`config.mk`:
```
export PLATFORM = sky130hd
export DESIGN_NAME = llc_cmd_dispatcher
export DESIGN_NICKNAME = d
export VERILOG_FILES = /design/src/rtl/llc_cmd_dispatcher.sv
export SDC_FILE = /design/constraint.sdc
export NUM_CORES = 1
export LEC_CHECK = 0
export ABC_AREA = 1
export BUFFER_PORTS_ARGS = -buffer_cell sky130_fd_sc_hd__buf_2
export CORE_ASPECT_RATIO = 0.8
export CORE_MARGIN = 2
export CORE_UTILIZATION = 50
export CTS_CLUSTER_DIAMETER = 40
export CTS_CLUSTER_SIZE = 28
export DETAILED_ROUTE_END_ITERATION = 7
export PLACE_DENSITY = 0.7
export SLEW_MARGIN = 10
export SYNTH_ARGS = -nofsm -noshare
export SYNTH_HDL_FRONTEND = slang
export SYNTH_SLANG_ARGS = --single-unit
```
`constraint.sdc`:
```
create_clock -name clk -period 6.8 [get_ports clk]
set_input_delay 0.68 -clock clk [delete_from_list [all_inputs] [get_ports clk]]
set_output_delay 0.68 -clock clk [all_outputs]
set_load 0.05 [all_outputs]
```
`src/rtl/llc_cmd_dispatcher.sv`:
```
// llc_cmd_dispatcher: front end of the LLC model. Filters illegal trace
// commands, buffers legal {cmd, address} entries in an in-order FIFO, presents
// the head split into tag/index/offset over valid/ready, and keeps saturating
// per-class dispatch statistics (cleared when a CLR command is dispatched).
module llc_cmd_dispatcher #(
    parameter int DEPTH    = 4,
    parameter int ADDR_W   = 32,
    parameter int OFFSET_W = 6,
    parameter int INDEX_W  = 15,
    parameter int TAG_W    = ADDR_W - INDEX_W - OFFSET_W
) (
    input  logic                clk,
    input  logic                rst,
    input  logic                in_valid,
    output logic                in_ready,
    input  logic [3:0]          in_cmd,
    input  logic [ADDR_W-1:0]   in_addr,
    output logic                out_valid,
    input  logic                out_ready,
    output logic [3:0]          out_cmd,
    output logic [TAG_W-1:0]    out_tag,
    output logic [INDEX_W-1:0]  out_index,
    output logic [OFFSET_W-1:0] out_offset,
    output logic                out_is_snoop,
    output logic                err_pulse,
    output logic [7:0]          err_count,
    output logic [15:0]         rd_count,
    output logic [15:0]         wr_count,
    output logic [15:0]         snp_count
);
    localparam int PTR_W = $clog2(DEPTH);
    localparam int OCC_W = PTR_W + 1;
    // tag, index and offset together are exactly the address, so an entry
    // stores the command plus the whole address and fields are sliced on read.
    localparam int ENT_W = 4 + ADDR_W;

    localparam logic [PTR_W-1:0] PTR_ONE  = PTR_W'(1);
    localparam logic [OCC_W-1:0] OCC_ONE  = OCC_W'(1);
    localparam logic [OCC_W-1:0] OCC_FULL = OCC_W'(DEPTH);
    localparam logic [3:0]       CMD_CLR  = 4'd8;

    // Legal codes are 0..6, 8 (CLR) and 9 (PRINT).
    function automatic logic cmd_is_legal(input logic [3:0] cmd);
        logic legal;
        case (cmd)
            4'd0, 4'd1, 4'd2, 4'd3, 4'd4, 4'd5, 4'd6, 4'd8, 4'd9: legal = 1'b1;
            default: legal = 1'b0;
        endcase
        return legal;
    endfunction

    function automatic logic cmd_is_snoop(input logic [3:0] cmd);
        return (cmd >= 4'd3) && (cmd <= 4'd6);
    endfunction

    function automatic logic [15:0] sat_inc16(input logic [15:0] v);
        return (v == 16'hFFFF) ? v : v + 16'd1;
    endfunction

    logic [ENT_W-1:0] mem_q [DEPTH];
    logic [ENT_W-1:0] mem_d [DEPTH];
    logic [PTR_W-1:0] wr_ptr_q, wr_ptr_d;
    logic [PTR_W-1:0] rd_ptr_q, rd_ptr_d;
    logic [OCC_W-1:0] occ_q, occ_d;
    logic             err_pulse_q, err_pulse_d;
    logic [7:0]       err_count_q, err_count_d;
    logic [15:0]      rd_count_q, rd_count_d;
    logic [15:0]      wr_count_q, wr_count_d;
    logic [15:0]      snp_count_q, snp_count_d;

    logic             full_s;
    logic             empty_s;
    logic [ENT_W-1:0] head_s;
    logic [3:0]       head_cmd_s;
    logic             accept_s;
    logic             push_s;
    logic             pop_s;

    assign full_s     = (occ_q >= OCC_FULL);
    assign empty_s    = (occ_q == '0);
    assign head_s     = mem_q[rd_ptr_q];
    assign head_cmd_s = head_s[ENT_W-1 -: 4];

    assign in_ready  = !full_s;
    assign out_valid = !empty_s;
    assign err_pulse = err_pulse_q;
    assign err_count = err_count_q;
    assign rd_count  = rd_count_q;
    assign wr_count  = wr_count_q;
    assign snp_count = snp_count_q;

    // Head-entry presentation; zeros whenever the FIFO is empty.
    always_comb begin
        out_cmd      = 4'd0;
        out_tag      = '0;
        out_index    = '0;
        out_offset   = '0;
        out_is_snoop = 1'b0;
        if (!empty_s) begin
            out_cmd      = head_cmd_s;
            out_tag      = head_s[ADDR_W-1 -: TAG_W];
            out_index    = head_s[OFFSET_W +: INDEX_W];
            out_offset   = head_s[OFFSET_W-1:0];
            out_is_snoop = cmd_is_snoop(head_cmd_s);
        end else begin
            out_cmd      = 4'd0;
            out_is_snoop = 1'b0;
        end
    end

    // FIFO next state: handshakes, storage write, pointers and occupancy.
    always_comb begin
        accept_s = in_valid && !full_s;
        push_s   = accept_s && cmd_is_legal(in_cmd);
        pop_s    = !empty_s && out_ready;
        mem_d    = mem_q;
        wr_ptr_d = wr_ptr_q;
        rd_ptr_d = rd_ptr_q;
        if (push_s) begin
            mem_d[wr_ptr_q] = {in_cmd, in_addr};
            wr_ptr_d        = wr_ptr_q + PTR_ONE;
        end else begin
            wr_ptr_d = wr_ptr_q;
        end
        if (pop_s) begin
            rd_ptr_d = rd_ptr_q + PTR_ONE;
        end else begin
            rd_ptr_d = rd_ptr_q;
        end
        case ({push_s, pop_s})
            2'b10:   occ_d = occ_q + OCC_ONE;
            2'b01:   occ_d = occ_q - OCC_ONE;
            default: occ_d = occ_q;
        endcase
    end

    // Statistics next state: error tracking on accept, class counters on dispatch.
    always_comb begin
        err_pulse_d = accept_s && !cmd_is_legal(in_cmd);
        err_count_d = err_count_q;
        rd_count_d  = rd_count_q;
        wr_count_d  = wr_count_q;
        snp_count_d = snp_count_q;
        if (err_pulse_d && (err_count_q != 8'hFF)) begin
            err_count_d = err_count_q + 8'd1;
        end else begin
            err_count_d = err_count_q;
        end
        if (pop_s) begin
            case (head_cmd_s)
                4'd0, 4'd2:             rd_count_d  = sat_inc16(rd_count_q);
                4'd1:                   wr_count_d  = sat_inc16(wr_count_q);
                4'd3, 4'd4, 4'd5, 4'd6: snp_count_d = sat_inc16(snp_count_q);
                CMD_CLR: begin
                    rd_count_d  = 16'd0;
                    wr_count_d  = 16'd0;
                    snp_count_d = 16'd0;
                end
                default:                rd_count_d  = rd_count_q;
            endcase
        end else begin
            rd_count_d = rd_count_q;
        end
    end

    // State registers with asynchronous active-high reset.
    always_ff @(posedge clk or posedge rst) begin
        if (rst) begin
            for (int i = 0; i < DEPTH; i++) begin
                mem_q[i] <= '0;
            end
            wr_ptr_q    <= '0;
            rd_ptr_q    <= '0;
            occ_q       <= '0;
            err_pulse_q <= 1'b0;
            err_count_q <= 8'd0;
            rd_count_q  <= 16'd0;
            wr_count_q  <= 16'd0;
            snp_count_q <= 16'd0;
        end else begin
            mem_q       <= mem_d;
            wr_ptr_q    <= wr_ptr_d;
            rd_ptr_q    <= rd_ptr_d;
            occ_q       <= occ_d;
            err_pulse_q <= err_pulse_d;
            err_count_q <= err_count_d;
            rd_count_q  <= rd_count_d;
            wr_count_q  <= wr_count_d;
            snp_count_q <= snp_count_d;
        end
    end

endmodule
```
==> results of run 1 <==
worst min-delay path by stage:
stage	from	end	slack [ns]	cells past startpoint
after floorplan	mem_q[108]	mem_q[108]	0.46	2
after global placement	mem_q[7]	mem_q[7]	0.47	2
after detailed placement	mem_q[20]	mem_q[20]	0.48	2
after CTS	rst	wr_count[7]	0.35	2
after global routing	rst	wr_count[9]	0.37	2
final	rst	wr_count[8]	0.29	2
cells in the mapped netlist (4+ instances only):
| cell type | number |
|---|---|
| nor2_2 | 5 |
| nand4_1 | 12 |
| nand3_1 | 75 |
| or2_2 | 7 |
| buf_1 | 4 |
| a21oi_1 | 100 |
| nand3b_1 | 4 |
| buf_2 | 19 |
| xnor2_1 | 9 |
| clkbuf_1 | 39 |
| xor2_1 | 27 |
| nand2_1 | 438 |
| inv_1 | 109 |
| o21ai_1 | 10 |
| o21ai_0 | 218 |
| buf_4 | 12 |
| nor3_1 | 13 |
| ha_1 | 9 |
| nor2_1 | 83 |
| dfrtp_1 | 208 |
critical path, cell delays in order, from the launching register on:
cell and delay [ns]:
dfrtp_2 0.40, inv_2 0.83, nand2_1 0.19, nand3_1 0.13
nand2_1 0.12, nor2_1 0.11, nand2_1 0.11, a21oi_1 0.13
buf_2 0.30
sequential cells by signal (all words and copies together), names as in the netlist:
| name | count |
|---|---|
| err_pulse | 1 |
| wr_count | 16 |
| wr_ptr_q | 2 |
| mem_q | 144 |
| err_count | 8 |
| occ_q | 3 |
| rd_ptr_q | 2 |
| rd_count | 16 |
| snp_count | 16 |
routing by layer:
layer  vias up  part of all wire  track usage
met3        46             0.055       0.0391
met2       250              0.44        0.375
li1       4823                 -            -
met1      4510              0.49        0.367
met4         0             0.022       0.0723
met5         -                 0            0
cell families after synthesis:
family | count (synthesis) | share of synthesized area
flip-flops | 208 | 0.482
adder cells (fa/ha/maj) | 10 | 0.0123
AND/OR/NAND/NOR | 644 | 0.245
XOR/XNOR | 36 | 0.0292
buffers and inverters | 191 | 0.0749
AO/OA/AOI/OAI | 333 | 0.157
area by class of cell:
class                      count  area [um2]
antenna                        5        12.5
tap                          275         344
fill                        1980        8750
clock inverter                18         224
timing repair buffer         146         758
inverter                     114         435
sequential                   208        5210
multi-input combinational   1023        4790
clock buffer                  40         860
metrics by stage:
stage          instances  utilization  cell area [um2]  worst slack [ns]
5_1_grt             1828        0.591            12600              2.93
3_5_place_dp        1766        0.540            11500              2.92
4_1_cts             1824        0.590            12600              3.25
6_report            1829        0.591            12600              3.27
3_3_place_gp        1766        0.540            11500              2.96
2_1_floorplan       1422            -            10800             0.439
report_power, final:
| part | leakage [nW] | total (mW) | switching (mW) | internal, mW |
|---|---|---|---|---|
| clock network | 0.525 | 1.64 | 0.613 | 1.02 |
| registers | 2.64 | 1.91 | 0.210 | 1.70 |
| logic | 3.09 | 3.16 | 2.42 | 0.735 |
==> impl_metrics.py, run 1 <==
metrics = {
    "layout": {
        "final_cell_mix": "nand2_1, o21ai_0, dfrtp_1",
        "area_growth_pct": 17.1,
        "drive_above_1_share": 0.147,
        "final_common_cell": "nand2_1",
        "fin_nets": 1574,
    },
    "yosys": {
        "yosysSeqAreaShare": 0.482,
        "synth_edf_count": 0,
        "synth_top_area_cell": "dfrtp_1",
        "async_reset_ff_frac": 1.00,
        "synth_area_um2": 10800,
        "ys_top_cells_by_area": "dfrtp_1, nand2_1, o21ai_0",
        "syn_nets": 1472,
        "synthCells": 1422,
        "ys_types": 34,
        "yosysTopAreaCellShare": 0.482,
        "synth_warnings": 0,
        "avgSynthCellArea_um2": 7.59,
        "ys_seq_elements": 208,
        "synth_ff_type": "dfrtp_1",
    },
    "global_routing": {
        "grt_pass1_wl_um": 46300,
        "antenna_found_initial": 4,
        "grt_max_degree": 125,
        "grt-ovfl-total": 0,
        "grt_pass1_vias": 9094,
        "track_usage": 0.247,
    },
    "outcome": {
        "status": "finished, final reports clean",
    },
    "setup_path": {
        "r2r-start": "rd_ptr_q[0]",
        "crit_fanout": 73,
        "path_class": "flop to primary output",
        "worstPathArrival_ns": 2.85,
        "ff2ff_path_depth": 10,
        "cp-end-kind": "primary output",
        "cp-endpoint": "out_is_snoop",
        "cp.required_ns": 6.12,
        "r2r_slack_ns": 3.28,
        "r2r-end": "rd_count[0]",
        "cp-startpoint": "rd_ptr_q[0]",
        "cp-start-kind": "flop",
    },
    "hold_path": {
        "min_path_type": "input port to async pin",
    },
    "drt": {
        "antenna_left": 0,
        "post_drt_via_cell_ratio": 5.26,
        "wirelength_um": 27600,
        "vias": 9629,
        "drcViolationCount": 0,
        "wl_per_cell_um": 15.1,
        "dr.first_iter.drc_count": 781,
        "drt-pass1-iter-count": 5,
    },
    "sta": {
        "fin_tns_setup_ns": 0,
        "rsz0062_at_grt": "false",
        "worst_pin_slew_ns": 1.15,
        "maxSlewHeadroom": 0.232,
        "timing.final.crit_share": 0.519,
        "setup_viol": 0,
        "hold-worst-slack_ns": 0.287,
        "slew_violations": 0,
        "skew_ns": 0.0111,
        "finalCriticalPeriod_ns": 3.53,
        "final_hold_viol_count": 0,
        "fmax_mhz": 283,
    },
    "placed_design": {
        "port_buffers": 135,
        "place_congestion": 0.843,
        "hpwlAfterDp_um": 17100,
    },
    "clock_tree": {
        "clock_latency_ns": 0.55,
        "numCtsBuffers": 31,
        "cts_buffer_depth": 3,
        "clock-sinks": 208,
        "cts.clk_slew.worst_paths_ns": 0.06,
        "ctsResizeCount": 0,
        "postCtsSetupBuffers": 0,
        "h-tree-depth": 1,
        "cts_tree": "yes",
        "hold_buffers": 0,
        "cts.root.buffer_cell": "clkbuf_16",
    },
    "floorplanning": {
        "initial_core_util": 0.505,
        "rows": 48,
        "die_area_um2": 22800,
        "coreArea_um2": 21400,
        "io_pins": 136,
        "die_w_um": 168,
        "die_y_um": 135,
    },
    "flow_run": {
        "cap_violations": 0,
    },
    "pwr": {
        "finalPower_mw": 6.70,
        "p_per_area_nw_per_um2": 530,
        "vdd_drop_max_uv": 340,
        "p_leak_nw": 6.26,
    },
}
(Power assumes the default switching activity.)
==> run 2, diff against run 1 <==
==> constraint.sdc (replaced) <==
create_clock -name clk -period 3.55 [get_ports clk]
set_input_delay 0.355 -clock clk [delete_from_list [all_inputs] [get_ports clk]]
set_output_delay 0.355 -clock clk [all_outputs]
set_load 0.05 [all_outputs]
==> run 2 against run 1 <==
Effect of this change: combinational power grew 91%; via count up 0.29%; critical path depth stayed put; hold slack worse by 0.23 ns; clock power increased by 100%; final area increased by 1.5%; register-to-register slack worse by 2.5 ns; worst setup slack got worse by 2.9 ns; non-clock buffer count is 11 higher; global-route usage fell by 0.063 points; critical endpoint unchanged; highest routed layer unchanged.
==> impl_metrics.py, run 2 (synthesis gave the netlist of run 1 again) <==
metrics = {
    "outcome": {
        "status": "finished, final reports clean",
    },
    "setup_path": {
        "r2r_slack_ns": 0.75,
        "ff2ff_path_depth": 10,
        "critPathMaxStageDelay_ns": 0.62,
        "cp-end-kind": "primary output",
        "cp-endpoint": "out_is_snoop",
        "crit_chain": "buf_4 -> nand2_1 -> nand3_1 -> nand2_1 -> nor2_1 -> nand2_1 -> a21oi_1 -> buf_2",
        "worstPathArrival_ns": 2.84,
        "cp.required_ns": 3.19,
        "path_class": "flop to primary output",
        "cp-start-kind": "flop",
        "r2r-start": "rd_ptr_q[0]",
        "r2r-end": "rd_count[0]",
        "crit_fanout": 50,
        "crit_path_frequent_cell": "nand2_1",
        "cp-startpoint": "rd_ptr_q[0]",
        "slowest_stage": "dfrtp_2",
    },
    "layout": {
        "final_cell_mix": "nand2_1, o21ai_0, dfrtp_1",
        "largest_reg_flops": 144,
        "area_growth_pct": 18.8,
        "final_common_cell": "nand2_1",
        "drive_above_1_share": 0.154,
        "fin_nets": 1585,
        "n_antenna_cell": 0,
        "largest_register": "mem_q",
        "n_fill_cell": 1975,
    },
    "sta": {
        "setup_viol": 0,
        "rsz0062_at_grt": "false",
        "maxSlewHeadroom": 0.474,
        "hold-worst-slack_ns": 0.0612,
        "final_hold_viol_count": 0,
        "fmax_mhz": 313,
        "timing.final.crit_share": 0.901,
        "fin_tns_setup_ns": 0,
        "finalCriticalPeriod_ns": 3.20,
        "skew_ns": 0.00814,
        "slew_violations": 0,
        "worst_pin_slew_ns": 0.789,
    },
    "drt": {
        "dr.first_iter.drc_count": 740,
        "antenna_left": 0,
        "wl_per_cell_um": 15.1,
        "wl_met1_um": 13500,
        "wl_met3_um": 1400,
        "met2_length_um": 12300,
        "highest_layer": "met4",
        "vias": 9657,
        "post_drt_via_cell_ratio": 5.26,
        "wirelength_um": 27700,
        "drcViolationCount": 0,
        "drt-pass1-iter-count": 5,
    },
    "pwr": {
        "p_switching_mw": 6.25,
        "p_per_area_nw_per_um2": 1020,
        "clkPwrFrac": 0.255,
        "pwr-share-seq": 0.284,
        "combPwrFrac": 0.460,
        "p_leak_nw": 6.34,
        "vdd_drop_max_uv": 687,
        "switching_share": 0.476,
        "p_int_mw": 6.89,
    },
    "flow_run": {
        "cap_violations": 0,
    },
    "clock_tree": {
        "numCtsBuffers": 31,
        "cts_buffer_depth": 3,
        "cts.clk_slew.worst_paths_ns": 0.06,
        "clock_latency_ns": 0.55,
        "cts_tree": "yes",
        "clock-sinks": 208,
        "cts.root.buffer_cell": "clkbuf_16",
        "h-tree-depth": 1,
    },
    "floorplanning": {
        "coreArea_um2": 21400,
        "die_area_um2": 22800,
        "rows": 48,
        "initial_core_util": 0.505,
        "die_y_um": 135,
        "die_w_um": 168,
        "io_pins": 136,
    },
    "global_routing": {
        "track_usage": 0.246,
        "antenna_found_initial": 0,
        "grt_pass1_wl_um": 45800,
        "grt_pass1_vias": 8859,
        "grt-ovfl-total": 0,
        "grt_max_degree": 79,
    },
    "hold_path": {
        "min_path_type": "input port to flop",
        "min_path_cells": 3,
    },
    "placed_design": {
        "hpwlAfterDp_um": 17600,
        "port_buffers": 135,
        "place_congestion": 0.836,
    },
}
[run 2: worst min-delay path by stage]
stage / from / to / slack, ns
6_report: in_addr[0] / mem_q[0] / 0.06
5_1_grt: in_addr[0] / mem_q[0] / 0.05
4_1_cts: in_addr[27] / mem_q[135] / 0.04
3_5_place_dp: rst / mem_q[54] / 0.46
3_3_place_gp: rst / mem_q[53] / 0.46
2_1_floorplan: mem_q[108] / mem_q[108] / 0.46
[run 2: layout make-up]
class,count,area (um2),area share
Sequential cell,208,5210,0.406
Multi-Input combinational cell,1023,4790,0.374
Timing Repair Buffer,157,893,0.0697
Clock buffer,35,821,0.0640
Inverter,114,432,0.0337
Tap cell,275,344,0.0268
Clock inverter,23,333,0.0260
[run 2: stage by stage]
| step | area [um2] | worst slack (ns) | power (mW) | std cells | utilization |
|---|---|---|---|---|---|
| 2_1_floorplan | 10800 | 0.495 | 8.34 | 1422 | - |
| 4_1_cts | 12800 | 0.364 | 13.2 | 1835 | 0.600 |
| 3_3_place_gp | 11700 | 0.879 | 9.66 | 1776 | 0.545 |
| 3_5_place_dp | 11700 | 0.813 | 9.79 | 1776 | 0.545 |
| 5_1_grt | 12800 | 0.147 | 14.0 | 1835 | 0.600 |
| 6_report | 12800 | 0.352 | 13.1 | 1835 | 0.600 |
[run 2: per-layer routing]
| metal | vias to the layer above | global-route usage |
|---|---|---|
| met1 | 4507 | 0.369 |
| met5 | - | 0 |
| met4 | 0 | 0.0613 |
| met3 | 39 | 0.0324 |
| met2 | 279 | 0.381 |
| li1 | 4832 | - |
[run 2: power groups by stage]
stage	logic, mW	registers (mW)	clock network (mW)
global route	6.62	3.84	3.51
CTS	6.06	3.73	3.40
floorplan	4.48	3.86	0
detailed placement	6.03	3.77	0
finish	6.05	3.73	3.36
global placement	5.92	3.74	0
[run 2: worst max-delay path: cells and delay by family (launching register included)]
kind                   cells  cell delay (ns)
buffers and inverters      2             0.81
flip-flops                 1             0.62
AND/OR/NAND/NOR            5             0.59
AO/OA/AOI/OAI              1             0.22
[run 2: what timing repair did]
item / CTS / global route
buffers inserted: 0 / 0
gates resized for setup: 0 / 0
endpoints found under the hold margin: 21 / 0
hold buffers: 1 / 0
==> run 3, diff against run 2 <==
--- a/config.mk
+++ b/config.mk
@@ -10,6 +10,7 @@
 export CORE_ASPECT_RATIO = 0.8
 export CORE_MARGIN = 2
 export CORE_UTILIZATION = 50
+export CTS_BUF_LIST = sky130_fd_sc_hd__clkbuf_2 sky130_fd_sc_hd__clkbuf_4 sky130_fd_sc_hd__clkbuf_8
 export CTS_CLUSTER_DIAMETER = 40
 export CTS_CLUSTER_SIZE = 28
 export DETAILED_ROUTE_END_ITERATION = 7
==> constraint.sdc (replaced) <==
create_clock -name clk -period 3 [get_ports clk]
set_input_delay 0.3 -clock clk [delete_from_list [all_inputs] [get_ports clk]]
set_output_delay 0.3 -clock clk [all_outputs]
set_load 0.05 [all_outputs]
==> run 3 against run 2 <==
Effect of this change: hold slack better by 0.0095 ns; total power is 7.0% higher; largest power group unchanged; final cell count increased by 2.2%; flip-flop and latch count did not move; sequential share of layout area grew 0.28 points; clock power down 27%; sequential power rose by 16%; non-clock buffer count rose by 42; final area shrank 0.67%.
==> impl_metrics.py, run 3 (synthesis gave the netlist of run 1 again) <==
metrics = {
    "placed_design": {
        "port_buffers": 135,
        "place_congestion": 0.870,
        "pre_cts_slack_ns": 0.473,
        "hpwlAfterDp_um": 17800,
        "placed_cell_area_um2": 11700,
    },
    "sta": {
        "maxSlewHeadroom": 0.465,
        "setup_viol": 0,
        "worst_slack_ns": 0.273,
        "finalCriticalPeriod_ns": 2.73,
        "final_hold_viol_count": 0,
        "rsz0062_at_grt": "false",
        "skew_ns": 0.0254,
        "fmax_mhz": 367,
        "slew_violations": 0,
        "fin_tns_setup_ns": 0,
        "worst_pin_slew_ns": 0.802,
        "timing.final.crit_share": 0.909,
    },
    "floorplanning": {
        "rows": 48,
        "die_w_um": 168,
        "die_y_um": 135,
        "die_area_um2": 22800,
        "io_pins": 136,
        "initial_core_util": 0.505,
        "coreArea_um2": 21400,
    },
    "setup_path": {
        "cp.required_ns": 2.70,
        "slowest_stage": "buf_4",
        "crit_fanout": 50,
        "cp-end-kind": "primary output",
        "critPathTopFamily": "buffers and inverters",
        "critPathBufInv": 3,
        "cp-start-kind": "flop",
        "crit_chain": "buf_4 -> buf_4 -> o21ai_0 -> a21oi_1 -> buf_2",
        "critPathMaxStageDelay_ns": 0.42,
        "worstPathArrival_ns": 2.43,
        "crit_path_frequent_cell": "buf_4",
        "path_class": "flop to primary output",
    },
    "global_routing": {
        "grt_max_degree": 89,
        "track_usage": 0.244,
        "grt-ovfl-total": 0,
        "antenna_found_initial": 0,
        "grt_pass1_vias": 9120,
        "grt_pass1_wl_um": 45900,
    },
    "pwr": {
        "p_per_area_nw_per_um2": 1100,
        "p_int_mw": 6.84,
        "p_switching_mw": 7.23,
        "pwr-share-seq": 0.307,
        "p_leak_nw": 6.28,
        "combPwrFrac": 0.519,
        "vdd_drop_max_uv": 669,
        "clkPwrFrac": 0.173,
        "switching_share": 0.514,
    },
    "flow_run": {
        "cap_violations": 0,
    },
    "clock_tree": {
        "cts_tree": "yes",
        "cts.root.buffer_cell": "clkbuf_8",
        "clock-sinks": 208,
        "clock_latency_ns": 0.57,
        "ctsResizeCount": 0,
        "cts.clk_slew.worst_paths_ns": 0.08,
        "numCtsBuffers": 30,
        "h-tree-depth": 1,
        "postCtsSetupBuffers": 0,
        "cts_buffer_depth": 3,
    },
    "layout": {
        "area_growth_pct": 18.0,
        "fin_area_um2": 12700,
        "n_antenna_cell": 0,
        "multi_input_area_um2": 4790,
        "drive_above_1_share": 0.153,
        "largest_register": "mem_q",
        "fin_nets": 1626,
        "final_cell_mix": "nand2_1, o21ai_0, dfrtp_1",
        "n_fill_cell": 1959,
        "final_common_cell": "nand2_1",
        "ff_latch_area_um2": 5210,
        "largest_reg_flops": 144,
    },
    "hold_path": {
        "min_path_type": "input port to flop",
    },
    "outcome": {
        "status": "finished, final reports clean",
    },
    "drt": {
        "vias": 9786,
        "drcViolationCount": 0,
        "antenna_left": 0,
        "dr.first_iter.drc_count": 806,
        "drt-pass1-iter-count": 5,
        "wirelength_um": 27400,
        "wl_per_cell_um": 14.6,
        "post_drt_via_cell_ratio": 5.22,
    },
}
==> run 3: cell type report <==
| class | count | share of cell area |
|---|---|---|
| clock buffers | 36 | 0.0379 |
| clock inverters | 20 | 0.0140 |
| inverters | 114 | 0.0339 |
| multi-input cells | 1023 | 0.376 |
| flip-flops and latches | 208 | 0.409 |
| well taps | 275 | 0.0270 |
| repair buffers | 199 | 0.102 |
==> run 3: per-stage QoR <==
step / power [mW] / hold WS (ns) / instances / util
finish: 14.1 / 0.0707 / 1875 / 0.596
global route: 15.1 / 0.0597 / 1875 / 0.596
CTS: 14.1 / 0.0441 / 1875 / 0.596
detailed placement: 11.6 / 0.425 / 1782 / 0.547
global placement: 11.5 / 0.426 / 1782 / 0.547
floorplan: 9.87 / 0.417 / 1422 / -
==> run 3: worst min-delay path: stages <==
cell	delay [ns]
buf_2	0.13
nand2_1	0.07
nor2_1	0.08
==> run 3: worst paths after layout <==
check	slack [ns]	from	to	depth (start not counted)
setup / recovery	0.27	rd_ptr_q[0]	out_index[12]	5
setup reg to reg	0.56	rd_ptr_q[0]	wr_count[13]	10
min in group asynchronous	0.38	rst	rd_count[12]	3
max in group asynchronous	1.76	rst	mem_q[115]	4
hold / removal	0.07	in_valid	err_pulse	3
hold reg to reg	0.49	mem_q[7]	mem_q[7]	2
==> run 3: power by group through the flow <==
stage / sequential, mW / clock (mW) / combinational [mW]
after floorplan: 4.57 / 0 / 5.30
after detailed placement: 4.37 / 0 / 7.25
final: 4.32 / 2.44 / 7.31
after global placement: 4.34 / 0 / 7.14
after global routing: 4.45 / 2.61 / 8.03
after CTS: 4.32 / 2.49 / 7.31
==> run 3: timing repair <==
action,CTS,global route
endpoints found under the hold margin,145,0
hold buffers,37,0
setup endpoints to repair,0,0
==> run 3: layer usage <==
metal  up-vias  share of wire  GRT usage
li1       4908              -          -
met1      4559           0.49      0.363
met2       277           0.44      0.378
met3        42          0.058     0.0380
met4         0          0.018     0.0599
met5         -              0          0
